==> src/rtl/result_ascii_encoder.sv <==
// ============================================================================
// Module   : result_ascii_encoder
// Purpose  : Converts a signed ALU result (or an error flag) into an ASCII
//            decimal string and streams it byte-by-byte to the UART TX.
// Revision : 1.0 - initial release
// ============================================================================
`default_nettype none

module result_ascii_encoder #(
    parameter int         WIDTH    = 16,
    parameter int         DIGITS   = 5,
    parameter logic [7:0] TERM     = 8'h0D,
    parameter logic [7:0] ERR_CHAR = 8'h45,
    parameter logic [7:0] MINUS    = 8'h2D
) (
    input  logic             i_clk,
    input  logic             reset,
    input  logic             i_ready,
    input  logic [WIDTH-1:0] i_result,
    input  logic             i_err,
    input  logic             i_tx_ready,
    output logic [7:0]       o_data,
    output logic             o_valid,
    output logic             o_busy,
    output logic             o_done
);

    localparam int c_BCD_W = 4 * DIGITS;
    localparam int c_IDX_W = (DIGITS > 1) ? $clog2(DIGITS) : 1;
    localparam int c_CNT_W = $clog2(WIDTH + 1);

    typedef enum logic [2:0] {
        ST_IDLE      = 3'd0,
        ST_CONVERT   = 3'd1,
        ST_EMIT_SIGN = 3'd2,
        ST_EMIT_DIG  = 3'd3,
        ST_EMIT_ERR  = 3'd4,
        ST_EMIT_TERM = 3'd5,
        ST_DONE      = 3'd6
    } state_t;

    state_t               r_state, w_state_nxt;
    logic                 r_neg, w_neg_nxt;
    logic [WIDTH-1:0]     r_mag, w_mag_nxt;
    logic [c_BCD_W-1:0]   r_bcd, w_bcd_nxt;
    logic [c_CNT_W-1:0]   r_cnt, w_cnt_nxt;
    logic [c_IDX_W-1:0]   r_idx, w_idx_nxt;
    logic [7:0]           r_data, w_data_nxt;
    logic                 r_valid, w_valid_nxt;
    logic                 r_busy, w_busy_nxt;
    logic                 r_done, w_done_nxt;

    logic [WIDTH-1:0]     w_mag_in;
    logic [c_BCD_W-1:0]   w_bcd_shift;
    logic [DIGITS-1:0]    w_carry;
    logic [c_IDX_W-1:0]   w_lead;
    logic [3:0]           w_nib;
    logic                 w_can_emit;

    assign w_mag_in   = i_result[WIDTH-1] ? (~i_result + WIDTH'(1)) : i_result;
    assign w_nib      = r_bcd[{r_idx, 2'b00} +: 4];
    // Mandatory idle cycle between bytes: never emit right after an emit.
    assign w_can_emit = i_tx_ready && !r_valid;

    // One double-dabble step: add-3 correction per nibble, then shift left by one.
    assign w_carry[0] = r_mag[WIDTH-1];
    for (genvar k = 0; k < DIGITS; k++) begin : g_add3
        logic [3:0] w_n;
        assign w_n = r_bcd[4*k +: 4];
        if (k == DIGITS - 1) begin : g_top
            logic [2:0] w_a;
            assign w_a = (w_n >= 4'd5) ? (w_n[2:0] + 3'd3) : w_n[2:0];
            assign w_bcd_shift[4*k +: 4] = {w_a, w_carry[k]};
        end else begin : g_low
            logic [3:0] w_a;
            assign w_a = (w_n >= 4'd5) ? (w_n + 4'd3) : w_n;
            assign w_bcd_shift[4*k +: 4] = {w_a[2:0], w_carry[k]};
            assign w_carry[k+1]          = w_a[3];
        end
    end

    // Most-significant nonzero digit of the final BCD value; zero maps to digit 0.
    always_comb begin
        w_lead = '0;
        for (int k = 0; k < DIGITS; k++) begin
            if (w_bcd_shift[4*k +: 4] != 4'd0) w_lead = c_IDX_W'(k);
        end
    end

    always_comb begin
        w_state_nxt = r_state;
        w_neg_nxt   = r_neg;
        w_mag_nxt   = r_mag;
        w_bcd_nxt   = r_bcd;
        w_cnt_nxt   = r_cnt;
        w_idx_nxt   = r_idx;
        w_data_nxt  = r_data;
        w_valid_nxt = 1'b0;
        w_busy_nxt  = r_busy;
        w_done_nxt  = 1'b0;
        case (r_state)
            ST_IDLE: begin
                if (i_ready) begin
                    w_busy_nxt  = 1'b1;
                    w_neg_nxt   = !i_err && i_result[WIDTH-1];
                    w_mag_nxt   = w_mag_in;
                    w_bcd_nxt   = '0;
                    w_cnt_nxt   = '0;
                    w_idx_nxt   = '0;
                    w_state_nxt = i_err ? ST_EMIT_ERR : ST_CONVERT;
                end
            end
            ST_CONVERT: begin
                w_mag_nxt = {r_mag[WIDTH-2:0], 1'b0};
                w_bcd_nxt = w_bcd_shift;
                w_cnt_nxt = r_cnt + c_CNT_W'(1);
                if (r_cnt == c_CNT_W'(WIDTH - 1)) begin
                    w_idx_nxt   = w_lead;
                    w_state_nxt = r_neg ? ST_EMIT_SIGN : ST_EMIT_DIG;
                end
            end
            ST_EMIT_SIGN: begin
                if (w_can_emit) begin
                    w_data_nxt  = MINUS;
                    w_valid_nxt = 1'b1;
                    w_state_nxt = ST_EMIT_DIG;
                end
            end
            ST_EMIT_DIG: begin
                if (w_can_emit) begin
                    w_data_nxt  = 8'h30 + {4'h0, w_nib};
                    w_valid_nxt = 1'b1;
                    if (r_idx == '0) w_state_nxt = ST_EMIT_TERM;
                    else             w_idx_nxt   = r_idx - c_IDX_W'(1);
                end
            end
            ST_EMIT_ERR: begin
                if (w_can_emit) begin
                    w_data_nxt  = ERR_CHAR;
                    w_valid_nxt = 1'b1;
                    w_state_nxt = ST_EMIT_TERM;
                end
            end
            ST_EMIT_TERM: begin
                if (w_can_emit) begin
                    w_data_nxt  = TERM;
                    w_valid_nxt = 1'b1;
                    w_state_nxt = ST_DONE;
                end
            end
            ST_DONE: begin
                // First DONE cycle carries the TERM pulse; second raises o_done.
                if (!r_done) begin
                    w_done_nxt = 1'b1;
                end else begin
                    w_busy_nxt  = 1'b0;
                    w_state_nxt = ST_IDLE;
                end
            end
            default: w_state_nxt = ST_IDLE;
        endcase
    end

    always_ff @(posedge i_clk) begin
        if (reset) begin
            r_state <= ST_IDLE;
            r_neg   <= 1'b0;
            r_mag   <= '0;
            r_bcd   <= '0;
            r_cnt   <= '0;
            r_idx   <= '0;
            r_data  <= 8'h00;
            r_valid <= 1'b0;
            r_busy  <= 1'b0;
            r_done  <= 1'b0;
        end else begin
            r_state <= w_state_nxt;
            r_neg   <= w_neg_nxt;
            r_mag   <= w_mag_nxt;
            r_bcd   <= w_bcd_nxt;
            r_cnt   <= w_cnt_nxt;
            r_idx   <= w_idx_nxt;
            r_data  <= w_data_nxt;
            r_valid <= w_valid_nxt;
            r_busy  <= w_busy_nxt;
            r_done  <= w_done_nxt;
        end
    end

    assign o_data  = r_data;
    assign o_valid = r_valid;
    assign o_busy  = r_busy;
    assign o_done  = r_done;

endmodule

`default_nettype wire

==> config.mk <==
export PLATFORM = sky130hd
export DESIGN_NAME = result_ascii_encoder
export DESIGN_NICKNAME = d
export VERILOG_FILES = /design/src/rtl/result_ascii_encoder.sv
export SDC_FILE = /design/constraint.sdc
export NUM_CORES = 1
export LEC_CHECK = 0
export CAP_MARGIN = 0
export CORE_ASPECT_RATIO = 1.2
export CORE_MARGIN = 4
export CORE_UTILIZATION = 57
export DETAILED_ROUTE_END_ITERATION = 16
export GPL_TIMING_DRIVEN = 1
export PLACE_DENSITY = 0.86
export SLEW_MARGIN = 0
export SYNTH_ARGS = -nofsm -noshare
export SYNTH_HDL_FRONTEND = slang
export SYNTH_SLANG_ARGS = --single-unit
export TNS_END_PERCENT = 30
==> constraint.sdc <==
create_clock -name i_clk -period 2.2 [get_ports i_clk]
set_input_delay 0.22 -clock i_clk [delete_from_list [all_inputs] [get_ports i_clk]]
set_output_delay 0.22 -clock i_clk [all_outputs]
set_load 0.005 [all_outputs]
## Yosys cells after proc, flatten, opt, wreduce, memory -nomap -nowiden

Cells that the tools add are included.

| storage, ports and cells | value |
|---|---|
| input bits | 21 |
| output and inout port bits | 11 |
| register bits | 59 |
| logic and storage cells | 109 |

| cells by class | value |
|---|---|
| equality and inequality tests | 16 |
| $lt $le $gt $ge | 5 |
| add/sub/neg operators | 9 |
| shift operators | 1 |
| muxes and demuxes | 42 |
| bitwise logic cells | 3 |
| reduce and logical (&&, ||, !) cells | 23 |

Operators by type and width:

| operator | count |
|---|---|
| two-way mux 3 bit | 17 |
| one-hot mux 20 bit (2 select lines) | 1 |
| two-way mux 16 bit | 2 |
| two-way mux 8 bit | 4 |
| one-hot mux 16 bit (2 select lines) | 1 |
| one-hot mux 8 bit (4 select lines) | 1 |
| one-hot mux 3 bit (7 select lines) | 1 |
| greater-or-equal comparator 4 x 3 -> 1 bit, second input constant | 5 |
| two-way mux 20 bit | 1 |
| nonzero test 4 bit | 5 |
| indexed part select 20 x 6 -> 4 bit | 1 |
| != test 2 bit, second input constant | 9 |
| adder 16 x 1 -> 16 bit, second input constant | 1 |
| adder 4 x 2 -> 4 bit, second input constant | 4 |
| two-way mux 4 bit | 4 |
| inverter 16 bit | 1 |
| one-hot mux 5 bit (2 select lines) | 1 |
| AND reduction 5 bit | 2 |
| == test 3 bit, second input constant | 3 |
| one-hot mux 3 bit (3 select lines) | 1 |
| AND reduction 8 bit | 1 |
| adder 6 x 4 -> 7 bit, first input constant | 1 |
| == test 3 x 2 -> 1 bit, second input constant | 2 |
| zero test 3 bit | 2 |
| 17 further kinds | 28 |

## Longest topological paths before layout

Gate-level depths: netlist (run 1).

| depth | value |
|---|---|
| word-level depth | 9 |
| mapped depth | 9 |

## Worst setup path before layout (run 1)

Ideal clock, no wire load.

| timing path | value |
|---|---|
| kind | register -> register |
| start | register r_cnt[0] |
| end | register r_state[1] |
| arrival time | 1.846 ns |
| path buffers | 0 |
| required time | 2.068 ns |
| setup slack | 0.222 ns |
| stages on the path, launching flop included | 10 |
| setup time | 0.132 ns |
| cells stage by stage | dfxtp_1 > ha_1 > and3_1 > ha_1 > nor3b_1 > a211o_1 > a211oi_1 > o21ai_0 > nand2_1 > a21oi_1 |

| on the way | value |
|---|---|
| cells in the longest elaborated chain, start to end | 3 |

Ends and longest elaborated chain:

| item | RTL line | RTL |
|---|---|---|
| start, declared | 46 | `logic [c_CNT_W-1:0] r_cnt, w_cnt_nxt;` |
| start signal, assigned | 181 | `r_cnt <= w_cnt_nxt;` |
| == test 5 x 4 -> 1 bit | 117 | `if (r_cnt == c_CNT_W'(WIDTH - 1)) begin` |
| != test 2 bit (no line) | - |  |
| AND reduction 8 bit (no line) | - |  |
| end signal, assigned | 177 | `r_state <= w_state_nxt;` |
| end, declared | 42 | `state_t r_state, w_state_nxt;` |

Every way passes these cells.
A chain may end at the register's enable or synchronous reset.

## Final worst setup path (run 1)

| timing path | value |
|---|---|
| start | register r_bcd[12] |
| end | register r_idx[0] |

| on the way | value |
|---|---|
| cells in the longest elaborated chain, start to end | 7 |
| elaborated cells on any way between the ends | 9 |
| classes of those cells | add/sub (1); order compare (1); mux (5); reduce/logical (2) |

Ends and longest elaborated chain:

| item | RTL line | RTL |
|---|---|---|
| start, declared | 45 | `logic [c_BCD_W-1:0] r_bcd, w_bcd_nxt;` |
| start signal, assigned | 180 | `r_bcd <= w_bcd_nxt;` |
| adder 4 x 2 -> 4 bit / greater-or-equal comparator 4 x 3 -> 1 bit (equally long branches) | 76 | `assign w_a = (w_n >= 4'd5) ? (w_n + 4'd3) : w_n;` |
| two-way mux 4 bit (*) | 76 |  |
| nonzero test 4 bit | 86 | `if (w_bcd_shift[4*k +: 4] != 4'd0) w_lead = c_IDX_W'(k);` |
| two-way mux 3 bit | 86 |  |
| two-way mux 3 bit (*) | 86 |  |
| two-way mux 3 bit (*) | 117 |  |
| one-hot mux 3 bit (3 select lines) (*) | 101 | `case (r_state)` |
| end signal, assigned | 182 | `r_idx <= w_idx_nxt;` |
| end, declared | 47 | `logic [c_IDX_W-1:0] r_idx, w_idx_nxt;` |

Mark *: on every way between the ends. The rest lies on a longest branch, timed or not. The select of a mux whose other input is x is not followed.

==> results of run 1 <==
[through the flow]
step	worst slack, ns	utilization (%)	power [mW]	hold WS, ns
finish	0.138	71.6	3.87	0.204
global route	0.0150	71.6	4.09	0.220
CTS	0.147	71.6	3.87	0.184
detailed placement	-0.0394	67.6	2.68	0.475
global placement	0.0239	67.6	2.63	0.445
floorplan	0.222	-	2.24	0.381
[logic make-up (layout without fill, tap and decap cells)]
family | after synthesis | in the layout | share of synthesized area [%]
xor+xnor | 18 | 18 | 4.54
flops | 58 | 58 | 33.4
compound gates | 133 | 133 | 24.9
fa+ha+maj | 15 | 15 | 5.40
other cells | 1 | 1 | 0.108
buf+inv | 46 | 85 | 6.01
mux | 13 | 13 | 5.22
simple gates | 140 | 140 | 20.4
[state kept, by name, indices dropped and copies added, names as in the netlist]
name	cells
r_bcd	20
r_neg	1
o_busy	1
o_done	1
r_cnt	5
r_state	3
o_data	7
r_mag	16
r_idx	3
o_valid	1
[worst max-delay path: cells and delay by family (launching register included)]
kind / cells / cell delay (ns)
and+or+nand+nor: 2 / 0.63
AOI/OAI and AO/OA: 3 / 0.48
DFF: 1 / 0.37
adders and majority gates: 1 / 0.24
xor gates and xnor gates: 1 / 0.13
buffers and inverters: 1 / 0.08
[timing repair]
action	CTS	global route
setup buffers	0	0
setup endpoints to repair	0	3
resized for setup	0	2
[metal layers]
metal	track usage [%]	up-vias	share of wire [%]
met5	0	-	0
met4	13.5	0	3.6
met3	4.53	29	5.6
met2	40.5	140	51
met1	26.6	1527	40
li1	-	1599	-
[cells in the mapped netlist, types with 4 or more instances]
library cell  count  area, sq um
dfxtp_1          58         1160
nor2_1           57          214
a21oi_1          36          180
a22oi_1          28          210
nand2_1          26         97.6
o21ai_0          26          130
inv_1            18         67.6
clkbuf_1         15         56.3
ha_1             15          188
nand2b_1         12         75.1
o22ai_1          10         62.6
xnor2_1           9         78.8
xor2_1            9         78.8
mux2i_1           8         80.1
buf_2             7         35.0
nand3b_1          7         52.6
nor3b_1           7         52.6
a211oi_1          6         45.0
a221oi_1          5         43.8
nand3_1           5         25.0
nor2b_1           5         31.3
nor3_1            5         25.0
a211o_1           4         35.0
mux4_2            4         90.1
[report_power, final]
group,leakage [nW],switching (mW),internal (mW)
clock network,0.120,0.422,0.746
logic,0.936,0.810,0.564
registers,0.471,0.119,1.21
total,1.53,1.35,2.52
[worst paths after layout]
path / end / slack (ns) / cells after the start
worst max-delay path: r_idx[0]$_SDFFE_PP0P_ / 0.14 / 8
worst min-delay path: r_bcd[0]$_SDFFE_PP0P_ / 0.20 / 2
worst max register to register: r_idx[0]$_SDFFE_PP0P_ / 0.14 / 8
worst min register to register: r_neg$_SDFFE_PP0P_ / 0.49 / 2
[final cells by class]
type | instances | area, sq um | share of cell area (%)
inverter | 18 | 67.6 | 1.63
clock inverter | 6 | 105 | 2.54
sequential | 58 | 1160 | 28.1
tap | 80 | 100 | 2.42
timing repair buffer | 51 | 465 | 11.2
multi-input combinational | 320 | 2110 | 51.0
clock buffer | 10 | 128 | 3.08
==> results.cfg, run 1 <==
[status]
status = completed

[floorplanning]
start_util_pct = 60.1
row_count = 30
die_area_sq_um = 7420
die_w_microns = 79.3
fp.dieH_microns = 93.5
fp.coreArea_sq_um = 5780
pin_count = 32

[critical_path]
slowest_stage = or4bb_1
crit_start = r_bcd[12]$_SDFFE_PP0P_
crit_path_cell_trace = inv_1 > ha_1 > nand2b_1 > a21oi_1 > xnor2_1 > or4bb_1 > o21ai_1 > a211oi_1
crit_fanout = 6
worst_ep_required_time_ns = 2.40
r2r_start = r_bcd[12]$_SDFFE_PP0P_
arrival_ns = 2.27
critical_path_class = reg2reg
critPathCaptureType = register
critical-path-max-stage-delay_ns = 0.53
critPathLaunchType = register

[synth]
synthArstFlopShare_pct = 0
synthCells = 424
synth_fp_nets = 460
synth_edf_count = 0
synth_area_sq_um = 3480
synth_top_flop_cell = dfxtp_1
ys_warn_count = 0
yosysSeqAreaShare_pct = 33.4
synth.avg_cell_area_sq_um = 8.20
synth.ff_latch_count = 58
ys_types = 56

[drt]
wl_per_cell_microns = 15.2
post_drt_via_cell_ratio = 6.07
routed_wl_microns = 8270
postRouteAntennaNets = 0
vias = 3295
drcViolationCount = 0
drtIter0Drc = 266
firstDrtPassIters = 5

[finish]
fin_cells = 543
layout_common_cells = 57 x dfxtp_1, 55 x nor2_1, 36 x a21oi_1
mostFrequentLayoutCell = dfxtp_1
nets = 494
antennaDiodeCount = 0
final.fill_count = 454
drive_above_1_share_pct = 12.1
area_growth_pct = 19.2
final_area_sq_um = 4140

[placed_design]
dpl.cell_count = 527
dp_hpwl_microns = 5600
io_buffer_count = 30
dpl_cell_area_sq_um = 3910
gp_routability_congestion = 0.809

[run]
max_cap_viol_count = 0

[clocking]
cts_tree = yes
clock_sinks = 58
clk_latency_ns = 0.34
hold_buffers = 0
cts_buffers = 9
ctsHtreeMaxLevel = 3
cts.path.max_buffers = 2
cts_root_buf = clkbuf_8
clkTransAtPathRegs_ns = 0.06

[sta]
hold_viol = 0
finalCritPeriodShare_pct = 93.7
min_period_ns = 2.06
slew_violations = 0
slew_headroom_pct = 63.1
fin_setup_tns_ns = 0
clock.fmax_mhz = 485
clock_skew_ns = 0.00566
rsz0062_at_grt = no
setup_viol = 0
worst_pin_slew_ns = 0.553

[global_routing]
overflow = 0
grt_max_degree = 48
grt_use_total_pct = 23.4
antenna_found_initial = 0
grt_pass1_vias = 3167
grt_pass1_wl_microns = 13900

[min_path]
hp-class = in2reg
worstHoldStart = reset

[power]
powerDensity_nw_per_um2 = 935
peakVddDrop_mv = 0.600
power.leakage_nw = 1.53
No activity file was read; power rests on OpenSTA's default activity.
==> inputs of run 2 (changes only) <==
--- a/config.mk
+++ b/config.mk
@@ -10,7 +10,7 @@
 export CORE_MARGIN = 4
 export CORE_UTILIZATION = 57
 export DETAILED_ROUTE_END_ITERATION = 16
-export GPL_TIMING_DRIVEN = 1
+export GPL_TIMING_DRIVEN = 0
 export PLACE_DENSITY = 0.86
 export SLEW_MARGIN = 0
 export SYNTH_ARGS = -nofsm -noshare
==> results.cfg, run 2 (synthesis gave the netlist of run 1 again) <==
[critical_path]
critical-path-max-stage-delay_ns = 0.38
critPathLaunchType = register
arrival_ns = 2.32
crit_path_cell_trace = ha_1 > and3_1 > ha_1 > mux2i_1 > a211o_1 > nand2b_1 > mux2i_1 > a211oi_1
critical_path_class = reg2reg
critPathCaptureType = register
path_delay_family = compound AO/OA/AOI/OAI gates
path_buf_inv = 0
slowest_stage = dfxtp_1
worst_ep_required_time_ns = 2.45
crit_fanout = 4

[power]
seqPwrFrac_pct = 35.3
power_mw = 3.74
pwr-share-comb_pct = 37.4
p_int_mw = 2.36
powerDensity_nw_per_um2 = 914
power.leakage_nw = 1.49
p_switching_mw = 1.38
swShare_pct = 36.8
clkPwrFrac_pct = 27.3
peakVddDrop_mv = 0.436

[sta]
min_period_ns = 2.06
fin_setup_tns_ns = 0
setup_ws_ns = 0.137
slew_headroom_pct = 61.5
setup_viol = 0
worst_pin_slew_ns = 0.578
clock_skew_ns = 0.00523
rsz0062_at_grt = yes
timing.hold.ws_ns = 0.305
hold_viol = 0
slew_violations = 0
clock.fmax_mhz = 485
finalCritPeriodShare_pct = 93.8

[clocking]
postCtsSetupBuffers = 0
clk_latency_ns = 0.34
clock_sinks = 58
clkTransAtPathRegs_ns = 0.06
cts.path.max_buffers = 2
ctsHtreeMaxLevel = 3
cts_root_buf = clkbuf_8
cts_buffers = 9
cts_tree = yes

[placed_design]
io_buffer_count = 29
dp_slack_ns = -0.164
dp_hpwl_microns = 6240
dpl_cell_area_sq_um = 3870
gp_routability_congestion = 0.845

[floorplanning]
fp.dieH_microns = 93.5
die_w_microns = 79.3
pin_count = 32
row_count = 30
fp.coreArea_sq_um = 5780
start_util_pct = 60.1
die_area_sq_um = 7420

[finish]
antennaDiodeCount = 0
nets = 500
area_growth_pct = 17.8
regArea_sq_um = 1160
layout_common_cells = 58 x dfxtp_1, 57 x nor2_1, 34 x a21oi_1
mostFrequentLayoutCell = dfxtp_1
drive_above_1_share_pct = 9.62
largest_reg_flops = 20
final.fill_count = 481
top_register = r_bcd
multi_input_area_sq_um = 2130
final_area_sq_um = 4090

[global_routing]
overflow = 0
use_met2_pct = 42.4
antenna_found_initial = 0
met3_usage_pct = 5.20
grt_use_total_pct = 24.0
grt-busiest-layer = met2
grt_pass1_wl_microns = 13800
use_met1_pct = 26.7
grt_max_degree = 11
grt_pass1_vias = 3071

[drt]
firstDrtPassIters = 4
routed_wl_microns = 8710
drcViolationCount = 0
wl_per_cell_microns = 15.9
drtIter0Drc = 319
post_drt_via_cell_ratio = 6.00
postRouteAntennaNets = 0
vias = 3289

[min_path]
hp-class = in2reg

[status]
status = completed

[run]
max_cap_viol_count = 0
[run 2: cell types whose count changed in the layout (fill, tap and decap cells not counted), sizes merged]
| cell | delta |
|---|---|
| clkinv | -2 |
| bufinv | -2 |
| clkbuf | +20 |
| buf | -11 |
[run 2: worst paths after layout]
kind / slack [ns] / endpoint / depth (start not counted) / startpoint
min reg2reg: 0.49 / r_neg$_SDFFE_PP0P_ / 2 / r_neg$_SDFFE_PP0P_
max reg2reg: 0.14 / r_idx[1]$_SDFFE_PP0P_ / 8 / r_cnt[0]$_SDFFE_PP0P_
max: 0.14 / r_idx[1]$_SDFFE_PP0P_ / 8 / r_cnt[0]$_SDFFE_PP0P_
min: 0.31 / r_mag[5]$_SDFFE_PP0P_ / 5 / i_result[15]
[run 2: routing by layer]
metal | routed length, microns | up-vias
li1 | - | 1605
met1 | 3660 | 1540
met2 | 4280 | 113
met3 | 463 | 31
met4 | 304 | 0
met5 | 0 | -
[run 2: repair_timing]
action	4_1_cts	5_1_grt
gates resized for setup	1	6
endpoints found under the setup margin	2	18
hold buffers	0	0
[run 2: area by class of cell]
| class | instances | area share, % |
|---|---|---|
| Clock inverter | 2 | 0.856 |
| Inverter | 18 | 1.65 |
| Clock buffer | 13 | 4.13 |
| Multi-Input combinational cell | 320 | 51.9 |
| Tap cell | 80 | 2.44 |
| Buffer | 28 | 3.55 |
| Timing Repair Buffer | 29 | 7.09 |
| Sequential cell | 58 | 28.4 |
[run 2: power groups by stage]
stage | combinational, mW | clock (mW) | sequential, mW
floorplan | 0.929 | 0 | 1.32
global placement | 1.29 | 0 | 1.33
finish | 1.40 | 1.02 | 1.32
CTS | 1.35 | 1.03 | 1.31
global route | 1.54 | 1.07 | 1.33
detailed placement | 1.33 | 0 | 1.33
[run 2: through the flow]
| stage | instances | util, % |
|---|---|---|
| finish | 548 | 70.8 |
| global route | 548 | 70.8 |
| CTS | 548 | 70.5 |
| detailed placement | 533 | 66.9 |
| global placement | 533 | 66.9 |
| floorplan | 424 | - |
[run 2: worst reg2reg max path, cell delays in order (launching register included)]
cell,delay [ns]
dfxtp_1,0.38
ha_1,0.21
and3_1,0.17
ha_1,0.20
mux2i_1,0.11
a211o_1,0.36
nand2b_1,0.22
mux2i_1,0.15
a211oi_1,0.19
==> inputs of run 3 (changes only) <==
--- a/config.mk
+++ b/config.mk
@@ -7,11 +7,10 @@
 export LEC_CHECK = 0
 export CAP_MARGIN = 0
 export CORE_ASPECT_RATIO = 1.2
-export CORE_MARGIN = 4
-export CORE_UTILIZATION = 57
+export CORE_UTILIZATION = 30
 export DETAILED_ROUTE_END_ITERATION = 16
 export GPL_TIMING_DRIVEN = 0
-export PLACE_DENSITY = 0.86
+export PLACE_DENSITY = 0.54
 export SLEW_MARGIN = 0
 export SYNTH_ARGS = -nofsm -noshare
 export SYNTH_HDL_FRONTEND = slang
==> results.cfg, run 3 (synthesis gave the netlist of run 1 again) <==
[status]
status = completed

[finish]
antennaDiodeCount = 0
top_register = r_bcd
final_area_sq_um = 4300
nets = 499
drive_above_1_share_pct = 10.3
layout_common_cells = 57 x nor2_1, 57 x dfxtp_1, 33 x a21oi_1
postLayoutCoreUtil_pct = 38.6
area_growth_pct = 23.8
largest_reg_flops = 20

[min_path]
hp-class = in2reg

[drt]
wl_per_cell_microns = 14.0
postRouteAntennaNets = 0
firstDrtPassIters = 4
post_drt_via_cell_ratio = 5.10
drtIter0Drc = 136
vias = 3170
routed_wl_microns = 8690
drcViolationCount = 0

[floorplanning]
row_count = 42
start_util_pct = 31.2
fp.coreArea_sq_um = 11100
pin_count = 32
fp.dieH_microns = 120
die_w_microns = 100
die_area_sq_um = 12000

[placed_design]
io_buffer_count = 29
dp_hpwl_microns = 6420
gp_routability_congestion = 0.833
dpl_cell_area_sq_um = 3960
dp_slack_ns = -0.158

[clocking]
cts_root_buf = clkbuf_16
clock_sinks = 58
cts.path.max_buffers = 2
cts_tree = yes
clk_latency_ns = 0.33
ctsHtreeMaxLevel = 3
cts_buffers = 9
postCtsSetupBuffers = 0
clkTransAtPathRegs_ns = 0.05

[critical_path]
crit_fanout = 6
critPathCaptureType = register
arrival_ns = 2.27
worst_ep_required_time_ns = 2.40
critPathLaunchType = register
critical_path_class = reg2reg

[sta]
timing.hold.ws_ns = 0.313
clock.fmax_mhz = 483
finalCritPeriodShare_pct = 94.2
slew_violations = 0
setup_viol = 0
slew_headroom_pct = 62.4
setup_ws_ns = 0.128
hold_viol = 0
min_period_ns = 2.07
rsz0062_at_grt = no
clock_skew_ns = 0.00528
worst_pin_slew_ns = 0.565

[global_routing]
grt_use_total_pct = 15.6
grt_max_degree = 11
antenna_found_initial = 0
grt_pass1_vias = 2982
overflow = 0
grt_pass1_wl_microns = 14500

[run]
max_cap_viol_count = 0

[power]
powerDensity_nw_per_um2 = 972
power.leakage_nw = 1.53
peakVddDrop_mv = 0.552
## run 3: cell types whose count changed in the layout (fill, tap and decap cells not counted), moves of 2 or more
cell       delta
clkbuf_16     +9
clkbuf_8      -8
ha_1          -2
ha_2          +2
## run 3: layout make-up
| type | instances | area, sq um |
|---|---|---|
| Tap cell | 154 | 193 |
| Sequential cell | 58 | 1160 |
| Clock inverter | 1 | 30.0 |
| Inverter | 18 | 67.6 |
| Buffer | 27 | 138 |
| Fill cell | 1177 | 6840 |
| Multi-Input combinational cell | 320 | 2130 |
| Timing Repair Buffer | 29 | 290 |
| Clock buffer | 15 | 288 |
## run 3: per-stage QoR
step                      power [mW]  cells  TNS, ns
after floorplan                 2.24    424        0
after global placement          2.68    607   -0.466
after detailed placement        2.70    607   -0.938
after CTS                       4.20    623        0
after global routing            4.42    622        0
final                           4.18    622        0
## run 3: routing by layer
layer / routed length, microns / part of all wire, % / GRT usage [%]
met1: 3870 / 45 / 18.1
met2: 4320 / 50 / 27.6
met3: 304 / 3.5 / 2.80
met4: 193 / 2.2 / 7.16
met5: 0 / 0 / 0
## run 3: worst max-delay path, stage by stage, from the launching register on
cell and delay (ns):
dfxtp_1 0.34, ha_2 0.20, and3_1 0.16, ha_2 0.21, nor3b_1 0.06, a211o_1 0.31, a211oi_4 0.37, nand2_1 0.09
a22oi_1 0.14, nor2_1 0.05
## run 3: path summary, 6_finish.rpt
kind / startpoint / to / slack (ns) / cells past startpoint
worst max register to register: r_cnt[1]$_SDFFE_PP0P_ / r_state[2]$_SDFFE_PP0P_ / 0.13 / 9
worst min-delay path: i_result[15] / r_mag[5]$_SDFFE_PP0P_ / 0.31 / 5
worst min register to register: r_neg$_SDFFE_PP0P_ / r_neg$_SDFFE_PP0P_ / 0.46 / 2
worst max-delay path: r_cnt[1]$_SDFFE_PP0P_ / r_state[2]$_SDFFE_PP0P_ / 0.13 / 9
## run 3: power by group
group	total, mW	switching [mW]	internal [mW]
Sequential	1.33	0.117	1.21
Combinational	1.38	0.845	0.537
Clock	1.47	0.468	1.00
## run 3: repair_timing
action                     4_1_cts  5_1_grt
hold buffers                     0        0
setup endpoints to repair        3       20
resized for setup                1        8
pin swaps                        0        1
